[src/rtl/tmds_dec.sv]
// TMDS lane receive decoder: hunts for control-token alignment, then decodes 10-bit symbols to data/control.
// Two-stage pipeline (aligned word, then decoded outputs); no backpressure, one symbol per pixel clock.
module tmds_dec #(
  parameter int LOCK_CNT       = 8,
  parameter int SEARCH_TIMEOUT = 1024,
  parameter int LOSS_TIMEOUT   = 8192
) (
  input  logic       clk_i,
  input  logic       rst_n_i,
  input  logic [9:0] sym_i,
  output logic [7:0] data_o,
  output logic [1:0] ctrl_o,
  output logic       de_o,
  output logic       locked_o,
  output logic [3:0] offset_o
);

  localparam int TMR_MAX = (SEARCH_TIMEOUT > LOSS_TIMEOUT) ? SEARCH_TIMEOUT : LOSS_TIMEOUT;
  localparam int TMR_W   = (TMR_MAX > 2) ? $clog2(TMR_MAX) : 1;
  localparam int CNT_W   = (LOCK_CNT > 2) ? $clog2(LOCK_CNT) : 1;

  localparam logic [TMR_W-1:0] SEARCH_LAST = TMR_W'(SEARCH_TIMEOUT - 1);
  localparam logic [TMR_W-1:0] LOSS_LAST   = TMR_W'(LOSS_TIMEOUT - 1);
  localparam logic [CNT_W-1:0] CNT_LAST    = CNT_W'(LOCK_CNT - 1);

  localparam logic [9:0] TOK_00 = 10'b1101010100;
  localparam logic [9:0] TOK_01 = 10'b0010101011;
  localparam logic [9:0] TOK_10 = 10'b0101010100;
  localparam logic [9:0] TOK_11 = 10'b1010101011;

  typedef enum logic {
    SEARCH = 1'b0,
    LOCKED = 1'b1
  } state_t;

  state_t           state, state_nxt;
  logic [CNT_W-1:0] cnt, cnt_nxt;
  logic [TMR_W-1:0] tmr, tmr_nxt;
  logic [3:0]       offset, offset_nxt;
  logic             stale, stale_nxt;

  logic [9:0]  prev;
  logic [19:0] win;
  logic [9:0]  q;
  logic [9:0]  q1;
  logic        is_ctrl;
  logic        tok_ok;
  logic [1:0]  tok_val;
  logic [7:0]  t;
  logic [7:0]  dec;

  // Bit 0 of prev is the earliest bit on the wire, so offset slides the word later in time.
  assign win = {sym_i, prev};
  assign q   = 10'(win >> offset);

  always_ff @(posedge clk_i or negedge rst_n_i) begin
    if (!rst_n_i) begin
      prev <= '0;
      q1   <= '0;
    end else begin
      prev <= sym_i;
      q1   <= q;
    end
  end

  always_comb begin
    is_ctrl = 1'b1;
    tok_val = 2'b00;
    case (q1)
      TOK_00:  tok_val = 2'b00;
      TOK_01:  tok_val = 2'b01;
      TOK_10:  tok_val = 2'b10;
      TOK_11:  tok_val = 2'b11;
      default: is_ctrl = 1'b0;
    endcase
  end

  always_comb begin
    t      = q1[9] ? ~q1[7:0] : q1[7:0];
    dec    = '0;
    dec[0] = t[0];
    for (int i = 1; i < 8; i++) begin
      dec[i] = q1[8] ? (t[i] ^ t[i-1]) : ~(t[i] ^ t[i-1]);
    end
  end

  // The word right after an offset step was sliced at the old offset; it must not count toward lock.
  assign tok_ok = is_ctrl & ~stale;

  always_comb begin
    state_nxt  = state;
    cnt_nxt    = cnt;
    tmr_nxt    = tmr;
    offset_nxt = offset;
    stale_nxt  = 1'b0;
    case (state)
      SEARCH: begin
        tmr_nxt = tmr + 1'b1;
        cnt_nxt = tok_ok ? cnt + 1'b1 : '0;
        if (tok_ok && (cnt == CNT_LAST)) begin
          state_nxt = LOCKED;
          tmr_nxt   = '0;
          cnt_nxt   = '0;
        end else if (tmr == SEARCH_LAST) begin
          offset_nxt = (offset == 4'd9) ? 4'd0 : offset + 4'd1;
          tmr_nxt    = '0;
          cnt_nxt    = '0;
          stale_nxt  = 1'b1;
        end
      end
      LOCKED: begin
        if (is_ctrl) begin
          tmr_nxt = '0;
        end else if (tmr == LOSS_LAST) begin
          state_nxt = SEARCH;
          tmr_nxt   = '0;
          cnt_nxt   = '0;
        end else begin
          tmr_nxt = tmr + 1'b1;
        end
      end
      default: begin
        state_nxt = SEARCH;
        tmr_nxt   = '0;
        cnt_nxt   = '0;
      end
    endcase
  end

  always_ff @(posedge clk_i or negedge rst_n_i) begin
    if (!rst_n_i) begin
      state  <= SEARCH;
      cnt    <= '0;
      tmr    <= '0;
      offset <= '0;
      stale  <= 1'b0;
    end else begin
      state  <= state_nxt;
      cnt    <= cnt_nxt;
      tmr    <= tmr_nxt;
      offset <= offset_nxt;
      stale  <= stale_nxt;
    end
  end

  // de uses the next state so it can never be high in a cycle where locked_o is low.
  always_ff @(posedge clk_i or negedge rst_n_i) begin
    if (!rst_n_i) begin
      data_o <= '0;
      ctrl_o <= '0;
      de_o   <= 1'b0;
    end else begin
      de_o <= (state_nxt == LOCKED) & ~is_ctrl;
      if (is_ctrl) begin
        ctrl_o <= tok_val;
      end else begin
        data_o <= dec;
      end
    end
  end

  assign locked_o = (state == LOCKED);
  assign offset_o = offset;

endmodule

[config.mk]
export PLATFORM = sky130hd
export DESIGN_NAME = tmds_dec
export DESIGN_NICKNAME = d
export VERILOG_FILES = /design/src/rtl/tmds_dec.sv
export SDC_FILE = /design/constraint.sdc
export NUM_CORES = 1
export LEC_CHECK = 0
export CORE_MARGIN = 5
export CORE_UTILIZATION = 30
export CTS_CLUSTER_SIZE = 24
export DETAILED_ROUTE_END_ITERATION = 6
export GPL_ROUTABILITY_DRIVEN = 0
export PLACE_DENSITY = 0.52
export SYNTH_ARGS = -nofsm -noshare
export SYNTH_HDL_FRONTEND = slang
export SYNTH_SLANG_ARGS = --single-unit
[constraint.sdc]
create_clock -name clk_i -period 4.24 [get_ports clk_i]
set_input_delay 0.848 -clock clk_i [delete_from_list [all_inputs] [get_ports clk_i]]
set_output_delay 0.848 -clock clk_i [all_outputs]
set_load 0.05 [all_outputs]
==> results.json, run 1 <==
{
  "outcome": "finished clean",
  "drtAntennaViolNets": 0,
  "grt_max_degree": 33,
  "drc": 0,
  "clk_latency_ps": 300,
  "syn-num-nets": 264,
  "yosysSeqAreaShare_pct": 44.4,
  "placementRows": 36,
  "slowest_stage": "dfrtp_1",
  "firstDrtPassIters": 4,
  "drv_slew": 0,
  "rsz0062_at_grt": "no",
  "slew_headroom_pct": 36.1,
  "hold_buffers": 0,
  "clockBufferDepth": 2,
  "worstSetupEndpointType": "output pin",
  "cts.clk_slew.worst_paths_ps": 100,
  "cts_buffers": 5,
  "synth_edf_count": 0,
  "wire_per_inst_um": 14.7,
  "floorplan.initialDensity_pct": 30.7,
  "min_path_type": "reg -> reg",
  "final_core_util_pct": 35.8,
  "cp.required_ps": 3390,
  "dp_hpwl_mm": 4.21,
  "drtIter0Drc": 75,
  "p_per_area_nw_per_um2": 318,
  "tightest_slew_ps": 958,
  "netlist_area_um2": 2990,
  "crit_chain": "clkdlybuf4s50_1",
  "grt_pass1_vias": 1963,
  "peakVddDrop_v": 0.000131,
  "path_class": "reg -> out",
  "die_w_um": 110,
  "fmax_ghz": 0.322,
  "fp.coreArea_um2": 9730,
  "post_drt_via_cell_ratio": 4.96,
  "fin_crit_ps": 3100,
  "post-route-period-util_pct": 73.2,
  "area_growth_pct": 16.6,
  "synth_top_flop_cell": "dfrtp_1",
  "synth_area_per_cell_um2": 12.4,
  "critPathTopFamily": "flip-flops",
  "yosysWarningCount": 0,
  "setup_viol": 0,
  "wl_mm": 5.81,
  "num_vias": 1965,
  "portBuffers": 27,
  "startpoint_type": "flop",
  "hold_violations": 0,
  "layout.nets": 285,
  "ys_types": 44,
  "cp_max_fo": 28,
  "ys_seq_elements": 53,
  "grt_use_total_pct": 10.6,
  "critPathMaxStageDelay_ps": 980,
  "leakagePower_nw": 1.38,
  "root_buffer": "clkbuf_8",
  "io_pins": 28,
  "synth_cells": 241,
  "cts_setup_buffers": 0,
  "die-area_um2": 12000,
  "antenna_found_initial": 0,
  "clock_skew_ps": 7.42,
  "cts_resized": 0,
  "grt_pass1_wl_mm": 10.1,
  "die_y_um": 110,
  "crit_buf_inv": 1,
  "diodes": 0,
  "cts_sinks": 53,
  "grt-ovfl-total": 0,
  "crit_arrival_ps": 2250,
  "cts_max_level": 2,
  "async_reset_ff_share_pct": 100,
  "cts_tree": "done",
  "fillers": 975,
  "max-cap-violations": 0,
  "final_layout_size_suffix_gt1_share_pct": 16.3,
  "tns_ps": 0
}
[where the power goes]
| group | switching (mW) | leakage (nW) | internal [mW] | total [mW] |
|---|---|---|---|---|
| registers | 0.0175 | 0.657 | 0.528 | 0.546 |
| logic | 0.0920 | 0.652 | 0.0679 | 0.160 |
| clock network | 0.168 | 0.0681 | 0.235 | 0.402 |
[sequential cells by signal, indices dropped and copies added (netlist names)]
register / count
stale: 1
data_o: 8
q1: 10
prev: 10
cnt: 3
de_o: 1
ctrl_o: 2
offset_o: 4
locked_o: 1
tmr: 13
[stage by stage]
step                instances  hold slack, ps  setup slack, ps  total power, mW  instance area (µm²)
floorplan                 241             428             2050            0.652                 2990
global placement          388             446             1480            0.717                 3350
detailed placement        388             450             1470            0.719                 3350
CTS                       396             464             1100             1.13                 3480
global route              396             507             1040             1.16                 3480
finish                    396             461             1140             1.11                 3480
[synth_stat cells (all sizes together) (4+ instances only)]
cell type / number / area [µm²]
and2: 5 / 31.3
ha: 11 / 138
a211oi: 5 / 37.5
xor2: 7 / 61.3
nor4: 4 / 25.0
xnor2: 17 / 149
nand2: 9 / 33.8
nand4: 4 / 40.0
buf: 10 / 67.6
mux4: 22 / 495
mux2: 5 / 56.3
mux2i: 4 / 40.0
nand3: 5 / 25.0
clkbuf: 5 / 18.8
a21oi: 23 / 115
nor2: 5 / 18.8
inv: 15 / 56.3
dfrtp: 53 / 1330
[metal layers]
layer  part of all wire, %  GRT usage, %  vias up
li1                      -             -      932
met1                    50          15.3      994
met2                    45          15.7       35
met3                   3.3          1.94        4
met4                   1.0          3.74        0
met5                     0             0        -
[cells by family after synthesis]
logic type               after synthesis  share of synthesized area, %
AND/OR/NAND/NOR                       49                          9.72
multiplexers                          31                          19.8
AO/OA/AOI/OAI                         43                          9.60
flip-flops                            53                          44.4
buffers and inverters                 30                          4.78
adder cells (fa/ha/maj)               11                          4.61
XOR/XNOR                              24                          7.04
[final cells by class]
| class | instances | area, µm² | area share (%) |
|---|---|---|---|
| repair buffers | 29 | 280 | 8.05 |
| multi-input cells | 158 | 1520 | 43.6 |
| well taps | 133 | 166 | 4.78 |
| clock buffers | 5 | 68.8 | 1.98 |
| clock inverters | 3 | 65.1 | 1.87 |
| flip-flops and latches | 53 | 1330 | 38.1 |
| inverters | 15 | 56.3 | 1.62 |
[placed cells by master (no fill, tap or decap), drive strengths merged, types with 3 or more instances in the layout]
master / instances
dfrtp: 53
clkdlybuf4s50: 26
a21oi: 23
mux4: 22
xnor2: 17
inv: 15
ha: 11
nand2: 9
xor2: 7
nand3: 5
nor2: 5
and2: 5
a211oi: 5
mux2: 5
clkbuf: 5
nor4: 4
mux2i: 4
nand4: 4
nor3: 3
nor2b: 3
buf: 3
[final timing paths]
| kind | depth (start not counted) | from | end | slack [ps] |
|---|---|---|---|---|
| worst min register to register | 1 | tmr[0]$_DFF_PN0_ | tmr[0]$_DFF_PN0_ | 460 |
| worst max-delay path | 1 | offset_o[1]$_DFFE_PN0P_ | offset_o[1] | 1140 |
| worst max register to register | 6 | cnt[0]$_DFFE_PN0P_ | tmr[1]$_DFF_PN0_ | 1890 |
| worst min-delay path | 1 | tmr[0]$_DFF_PN0_ | tmr[0]$_DFF_PN0_ | 460 |
| max in group asynchronous | 2 | rst_n_i | tmr[11]$_DFF_PN0_ | 2950 |
| min in group asynchronous | 1 | rst_n_i | tmr[0]$_DFF_PN0_ | 500 |
Note: power is estimated with default switching activity, not from simulation.
==> run 2: changes to the inputs <==
- clock period: 4.24 -> 3 ns (I/O delays scaled with it)
==> run 2 against run 1 <==
  * Sequential cell count stayed put
  * Worst hold slack worse by 180 ps
  * Critical path depth rose by 1
  * Count of clock-buffer cells in the layout up 1
  * Clock skew fell by 2.8 ps
  * Sequential share of layout area increased by 0.26 points
  * Sequential power grew 41%
  * Final cell count increased by 1.0%
  * Die area unchanged
  * Design area shrank 0.68%
  * First-iteration DRC count up 35%
  * Critical endpoint is now offset_o[0]
  * Largest cell class unchanged
==> results.json, run 2 (synthesis gave the netlist of run 1 again) <==
{
  "p_per_area_nw_per_um2": 403,
  "rsz0062_at_grt": "no",
  "grt_use_total_pct": 10.9,
  "setup_viol": 0,
  "crit_arrival_ps": 1780,
  "dp_hpwl_mm": 4.40,
  "cts_setup_buffers": 0,
  "tightest_slew_ps": 950,
  "cp_max_fo": 18,
  "cts_buffers": 5,
  "final_cell_mix": "53 x dfrtp_1, 25 x clkdlybuf4s50_1, 23 x a21oi_1",
  "largest_reg_flops": 13,
  "cts_sinks": 53,
  "wl_mm": 6.05,
  "drtIter0Drc": 101,
  "fin_ws_ps": 619,
  "layout.nets": 289,
  "floorplan.initialDensity_pct": 30.7,
  "top_regs": "tmr (13), prev (10), q1 (10)",
  "outcome": "finished clean",
  "cp.required_ps": 2400,
  "peakVddDrop_v": 0.000195,
  "wire_per_inst_um": 15.1,
  "clockBufferDepth": 2,
  "fillers": 999,
  "fin_cells": 400,
  "largest-register": "tmr",
  "die_y_um": 110,
  "final_layout_size_suffix_gt1_share_pct": 17.6,
  "firstDrtPassIters": 4,
  "path_class": "reg -> out",
  "hold_violations": 0,
  "die-area_um2": 12000,
  "drc": 0,
  "diodes": 0,
  "worstSetupEndpointType": "output pin",
  "fin_crit_ps": 2380,
  "startpoint_type": "flop",
  "dp_slack_ps": 713,
  "power.total_mw": 1.39,
  "placementRows": 36,
  "num_vias": 1973,
  "root_buffer": "clkbuf_8",
  "grt-ovfl-total": 0,
  "fp.coreArea_um2": 9730,
  "die_w_um": 110,
  "portBuffers": 27,
  "area_growth_pct": 15.8,
  "final_core_util_pct": 35.5,
  "io_pins": 28,
  "grt_pass1_wl_mm": 10.2,
  "slew_headroom_pct": 36.7,
  "post-route-period-util_pct": 79.4,
  "clk_latency_ps": 300,
  "cts_resized": 0,
  "max-cap-violations": 0,
  "drtAntennaViolNets": 0,
  "multi_input_area_um2": 1520,
  "grt_pass1_vias": 1981,
  "drv_slew": 0,
  "cts_max_level": 2,
  "grt_max_degree": 32,
  "antenna_found_initial": 0,
  "hold_buffers": 0,
  "fmax_ghz": 0.420,
  "tns_ps": 0,
  "clock_skew_ps": 4.65,
  "register_area_um2": 1330,
  "cts_tree": "done",
  "leakagePower_nw": 1.38,
  "layout_commonest_cell": "dfrtp_1",
  "placed_cells": 392,
  "post_drt_via_cell_ratio": 4.93,
  "cts.clk_slew.worst_paths_ps": 90,
  "min_path_type": "in -> async"
}
[run 2: final timing paths]
| path | from | to | slack [ps] | cells after the start |
|---|---|---|---|---|
| worst max-delay path | offset_o[0]$_DFFE_PN0P_ | offset_o[0] | 620 | 2 |
| worst min-delay path | rst_n_i | tmr[0]$_DFF_PN0_ | 280 | 2 |
| worst max register to register | cnt[0]$_DFFE_PN0P_ | tmr[1]$_DFF_PN0_ | 720 | 6 |
| worst min register to register | tmr[0]$_DFF_PN0_ | tmr[0]$_DFF_PN0_ | 460 | 1 |
| max in group asynchronous | rst_n_i | stale$_DFF_PN0_ | 2390 | 2 |
| min in group clk_i | tmr[0]$_DFF_PN0_ | tmr[0]$_DFF_PN0_ | 460 | 1 |
[run 2: final cells by class]
cell class	count	share of cell area [%]
multi-input cells	158	43.9
flip-flops and latches	53	38.4
repair buffers	33	8.91
well taps	133	4.82
clock buffers	6	2.10
inverters	15	1.63
clock inverters	2	0.290
[run 2: report_power, final]
part	leakage [nW]	internal (mW)	switching, mW
combinational	0.675	0.0969	0.132
sequential	0.657	0.747	0.0246
clock	0.0450	0.163	0.230
total	1.38	1.01	0.386
[run 2: through the flow]
stage	hold WS, ps	instance area (µm²)
floorplan	304	2990
global placement	454	3370
detailed placement	454	3370
CTS	297	3460
global route	308	3460
finish	284	3460
[run 2: critical path: stages (launching register included)]
cell and delay (ps):
dfrtp_1 980, buf_4 290, buf_4 210
[run 2: per-layer routing]
layer	track usage [%]	routed length, µm
met1	15.8	3000
met2	15.7	2720
met3	2.41	240
met4	4.01	90
met5	0	0
==> RTL change 1 (config.mk and constraints of run 2) <==
Set the parameter `LOCK_CNT` to 4 (it was 8).
--- a/src/rtl/tmds_dec.sv
+++ b/src/rtl/tmds_dec.sv
@@ -1,7 +1,7 @@
 // TMDS lane receive decoder: hunts for control-token alignment, then decodes 10-bit symbols to data/control.
 // Two-stage pipeline (aligned word, then decoded outputs); no backpressure, one symbol per pixel clock.
 module tmds_dec #(
-  parameter int LOCK_CNT       = 8,
+  parameter int LOCK_CNT       = 4,
   parameter int SEARCH_TIMEOUT = 1024,
   parameter int LOSS_TIMEOUT   = 8192
 ) (
Check against the original RTL: not equivalent (Yosys sat finds a counterexample within 10 cycles, from zero or initial values and one cycle with rst_n_i low).
==> RTL change 1 against run 2 <==
  * Routed wire length is 3.8% lower
  * Synthesized cell count is 6.2% higher
  * Sequential cell count is 1 lower
  * Power is 1.4% higher
  * Utilization is 0.054 points lower
  * Hold slack worse by 0.083 ns
  * Register-to-register slack better by 0.34 ns
  * Area after synthesis is 0.92% lower
  * Critical endpoint is now offset_o[3]
  * Worst setup slack worse by 0.17 ns
  * Design area is 0.62% lower
  * Via count is 0.61% higher
  * Global-route usage is 0.14 points lower
==> RTL change 1: results <==
[clocking]
cts-resized-gates = 0

[worst_setup_path]
crit_arrival_ns = 1.95
cp_max_fo = 16
timing.rr.start = "tmr[0]"
cp-startpoint = "offset_o[3]"
crit_family = "buffers and inverters"
cpMaxStageDelayCell = "clkdlybuf4s50_1"
max_stage_delay_ns = 0.92

[synth]
synth.distinct_cells = 48
yosysSeqAreaShare_pct = 44.0
yosys-top-cells-count = "dfrtp_1, nor2_1, mux4_2"
synth_cells = 256
syn_nets = 278
ys_top_cells_by_area = "dfrtp_1, mux4_2, ha_1, xnor2_1, nor2_1"

[routing]
first_pass_iters = 4
via_per_inst = 4.79
drt-total-wl_um = 5830
drt_iter0_markers = 84
wl_per_cell_um = 14.1

[placement]
pre_cts_ws_ns = 0.766
dp.cells = 407
placed_cell_area_mm2 = 0.00334
dpl.hpwl_um = 4400

[power_and_ir_drop]
p_leak_nw = 1.36
ir_worst_vdd_v = 0.000190
p_int_mw = 1.03

[finish]
utilization_pct = 35.5
final_nets = 303
drive_gt1_share_pct = 13.9
fillers = 979

[outcome]
outcome = "completed"

[global_routing]
grt_pass1_vias = 1951
grt_max_degree = 37

[sta]
finClkSkew_ns = 0.00812
slew_headroom_pct = 59.8
RTL change 1: final cells by class:
| cell class | instances | share of cell area [%] |
|---|---|---|
| well taps | 133 | 4.85 |
| inverters | 13 | 1.42 |
| flip-flops and latches | 52 | 37.9 |
| clock buffers | 7 | 2.81 |
| multi-input cells | 176 | 44.0 |
| repair buffers | 33 | 9.03 |
RTL change 1: worst paths after layout:
kind,endpoint,slack [ns],cells past startpoint
worst max-delay path,offset_o[3],0.45,1
worst min-delay path,tmr[6],0.20,1
worst max register to register,offset_o[1],1.06,5
worst min register to register,tmr[0],0.47,1
max in group asynchronous,prev[7],2.01,2
min in group clk_i,tmr[0],0.47,1
RTL change 1: per-stage QoR:
step / hold slack [ns] / power (mW)
final: 0.201 / 1.41
after global routing: 0.224 / 1.48
after CTS: 0.206 / 1.44
after detailed placement: 0.461 / 1.00
after global placement: 0.451 / 1.00
after floorplan: 0.304 / 0.908
RTL change 1: metal layers:
metal | wire (µm) | track usage, % | vias to the layer above
met3 | 190 | 2.00 | 2
met1 | 3010 | 15.9 | 966
li1 | - | - | 980
met2 | 2580 | 15.9 | 37
met4 | 47 | 3.21 | 0
met5 | 0 | 0 | -
RTL change 1: cells by family (layout without fill, tap and decap cells):
logic type	after synthesis	in the layout	share of synthesized area [%]
buffers and inverters	28	53	4.91
adder cells (fa/ha/maj)	10	10	4.23
multiplexers	26	26	16.6
AND/OR/NAND/NOR	71	71	13.1
flip-flops	52	52	44.0
XOR/XNOR	22	22	6.51
AO/OA/AOI/OAI	47	47	10.7
RTL change 1: power by group through the flow:
stage	clock (mW)	sequential, mW	combinational, mW
3_5_place_dp	0	0.774	0.230
3_3_place_gp	0	0.773	0.227
5_1_grt	0.470	0.765	0.243
6_report	0.427	0.759	0.226
2_1_floorplan	0	0.835	0.0735
4_1_cts	0.449	0.760	0.230
==> RTL change 2 (settings of run 2) <==
Made on the original files. Remove the register `de_o`: a continuous assignment takes its place, so the output `de_o` follows one clock earlier.
--- a/src/rtl/tmds_dec.sv
+++ b/src/rtl/tmds_dec.sv
@@ -148,9 +148,7 @@
     if (!rst_n_i) begin
       data_o <= '0;
       ctrl_o <= '0;
-      de_o   <= 1'b0;
     end else begin
-      de_o <= (state_nxt == LOCKED) & ~is_ctrl;
       if (is_ctrl) begin
         ctrl_o <= tok_val;
       end else begin
@@ -159,6 +157,8 @@
     end
   end
 
+  assign de_o = (state_nxt == LOCKED) & ~is_ctrl;
+
   assign locked_o = (state == LOCKED);
   assign offset_o = offset;
 
Formal check against the unedited RTL: same outputs for any inputs over 10 cycles, from zero or initial values and one cycle with rst_n_i low; that may be too few to reach the edited logic, so the function may still have changed.
==> RTL change 2 against run 2 <==
  * Register-to-register slack improved by 0.05 ns
  * Sequential cell count down 1
  * Utilization is 0.42 points higher
  * Non-clock buffer count is 1 higher
  * Design area up 1.2%
  * Final cell count rose by 0.50%
  * Area after synthesis barely moved
  * Power rose by 2.5%
  * Worst setup slack worse by 0.18 ns
  * Via count up 1.9%
  * Routed wire length increased by 2.9%
  * Highest routed layer unchanged
==> RTL change 2: results <==
[worst_setup_path]
max_stage_delay_ns = 0.92
crit_family = "buffers and inverters"
crit_arrival_ns = 1.96
cpMaxStageDelayCell = "clkdlybuf4s50_1"
cp-startpoint = "offset_o[3]"
cp_max_fo = 16
timing.rr.start = "offset_o[0]"

[routing]
drt_iter0_markers = 78
vias = 2011
wl_per_cell_um = 15.5

[global_routing]
grt_usage_pct = 11.6
grt_max_degree = 35
grt_pass1_vias = 2134
grt_pass1_wl_um = 10900

[sta]
slew_headroom_pct = 35.2
finClkSkew_ns = 0.0133

[outcome]
outcome = "completed"

[synth]
synth_compound_gate_area_share_pct = 9.30
ys_top_cells_by_area = "dfrtp_1, mux4_2, ha_1, xnor2_1, a21oi_1"
yosysSeqAreaShare_pct = 43.6
synth.mux.area_fraction_pct = 19.9
synth.distinct_cells = 46
yosys-top-cells-count = "dfrtp_1, mux4_2, a21oi_1"

[clocking]
clock_latency_ns = 0.32
clk_pin_slew_ns = 0.11

[finish]
n_all_buffers = 34
clk_share_pct = 2.72
ff_latch_area_mm2 = 0.00130
nMultiInputCombCells = 162
final_nets = 291
buf_share_pct = 9.30
seq_cell_count = 52
drive_gt1_share_pct = 19.3
inverters = 13
fillers = 1001

[power_and_ir_drop]
p_leak_nw = 1.40

[placement]
dpl.hpwl_um = 4650
dp.cells = 394
==> RTL change 2: cells by family (layout without fill, tap and decap cells) <==
| logic type | Yosys count | after routing |
|---|---|---|
| buf+inv | 27 | 55 |
| xor+xnor | 23 | 23 |
| mux | 31 | 31 |
| simple gates | 57 | 57 |
| compound gates | 40 | 40 |
| flops | 52 | 52 |
| fa+ha+maj | 11 | 11 |
==> RTL change 2: worst paths after layout <==
kind | slack [ns] | cells after the start | end
setup / recovery | 0.44 | 1 | offset_o[3]
hold / removal | 0.21 | 1 | ctrl_o[1]
setup reg to reg | 0.77 | 2 | q1[7]
hold reg to reg | 0.48 | 2 | ctrl_o[0]
max in group asynchronous | 1.99 | 2 | offset_o[3]
min in group clk_i | 0.48 | 2 | ctrl_o[0]
==> RTL change 2: per-stage QoR <==
stage | cell area [µm²] | power, mW | setup WS, ns | hold slack (ns) | utilization [%]
6_report | 3500 | 1.43 | 0.441 | 0.211 | 35.9
4_1_cts | 3500 | 1.45 | 0.389 | 0.219 | 35.9
2_1_floorplan | 2990 | 0.908 | 0.581 | 0.304 | -
5_1_grt | 3500 | 1.50 | 0.301 | 0.233 | 35.9
3_5_place_dp | 3400 | 1.01 | 0.725 | 0.462 | 35.0
3_3_place_gp | 3400 | 1.00 | 0.758 | 0.461 | 35.0
==> RTL change 2: where the power goes <==
part / internal, mW / switching (mW) / total [mW]
Combinational: 0.0959 / 0.132 / 0.228
Clock: 0.173 / 0.268 / 0.441
Sequential: 0.733 / 0.0252 / 0.759
==> RTL change 2: routing by layer <==
metal  global-route usage [%]  wire length, µm
met4                     4.54              106
met5                        0                0
met2                     17.7             2870
met1                     16.2             3010
met3                     2.35              242
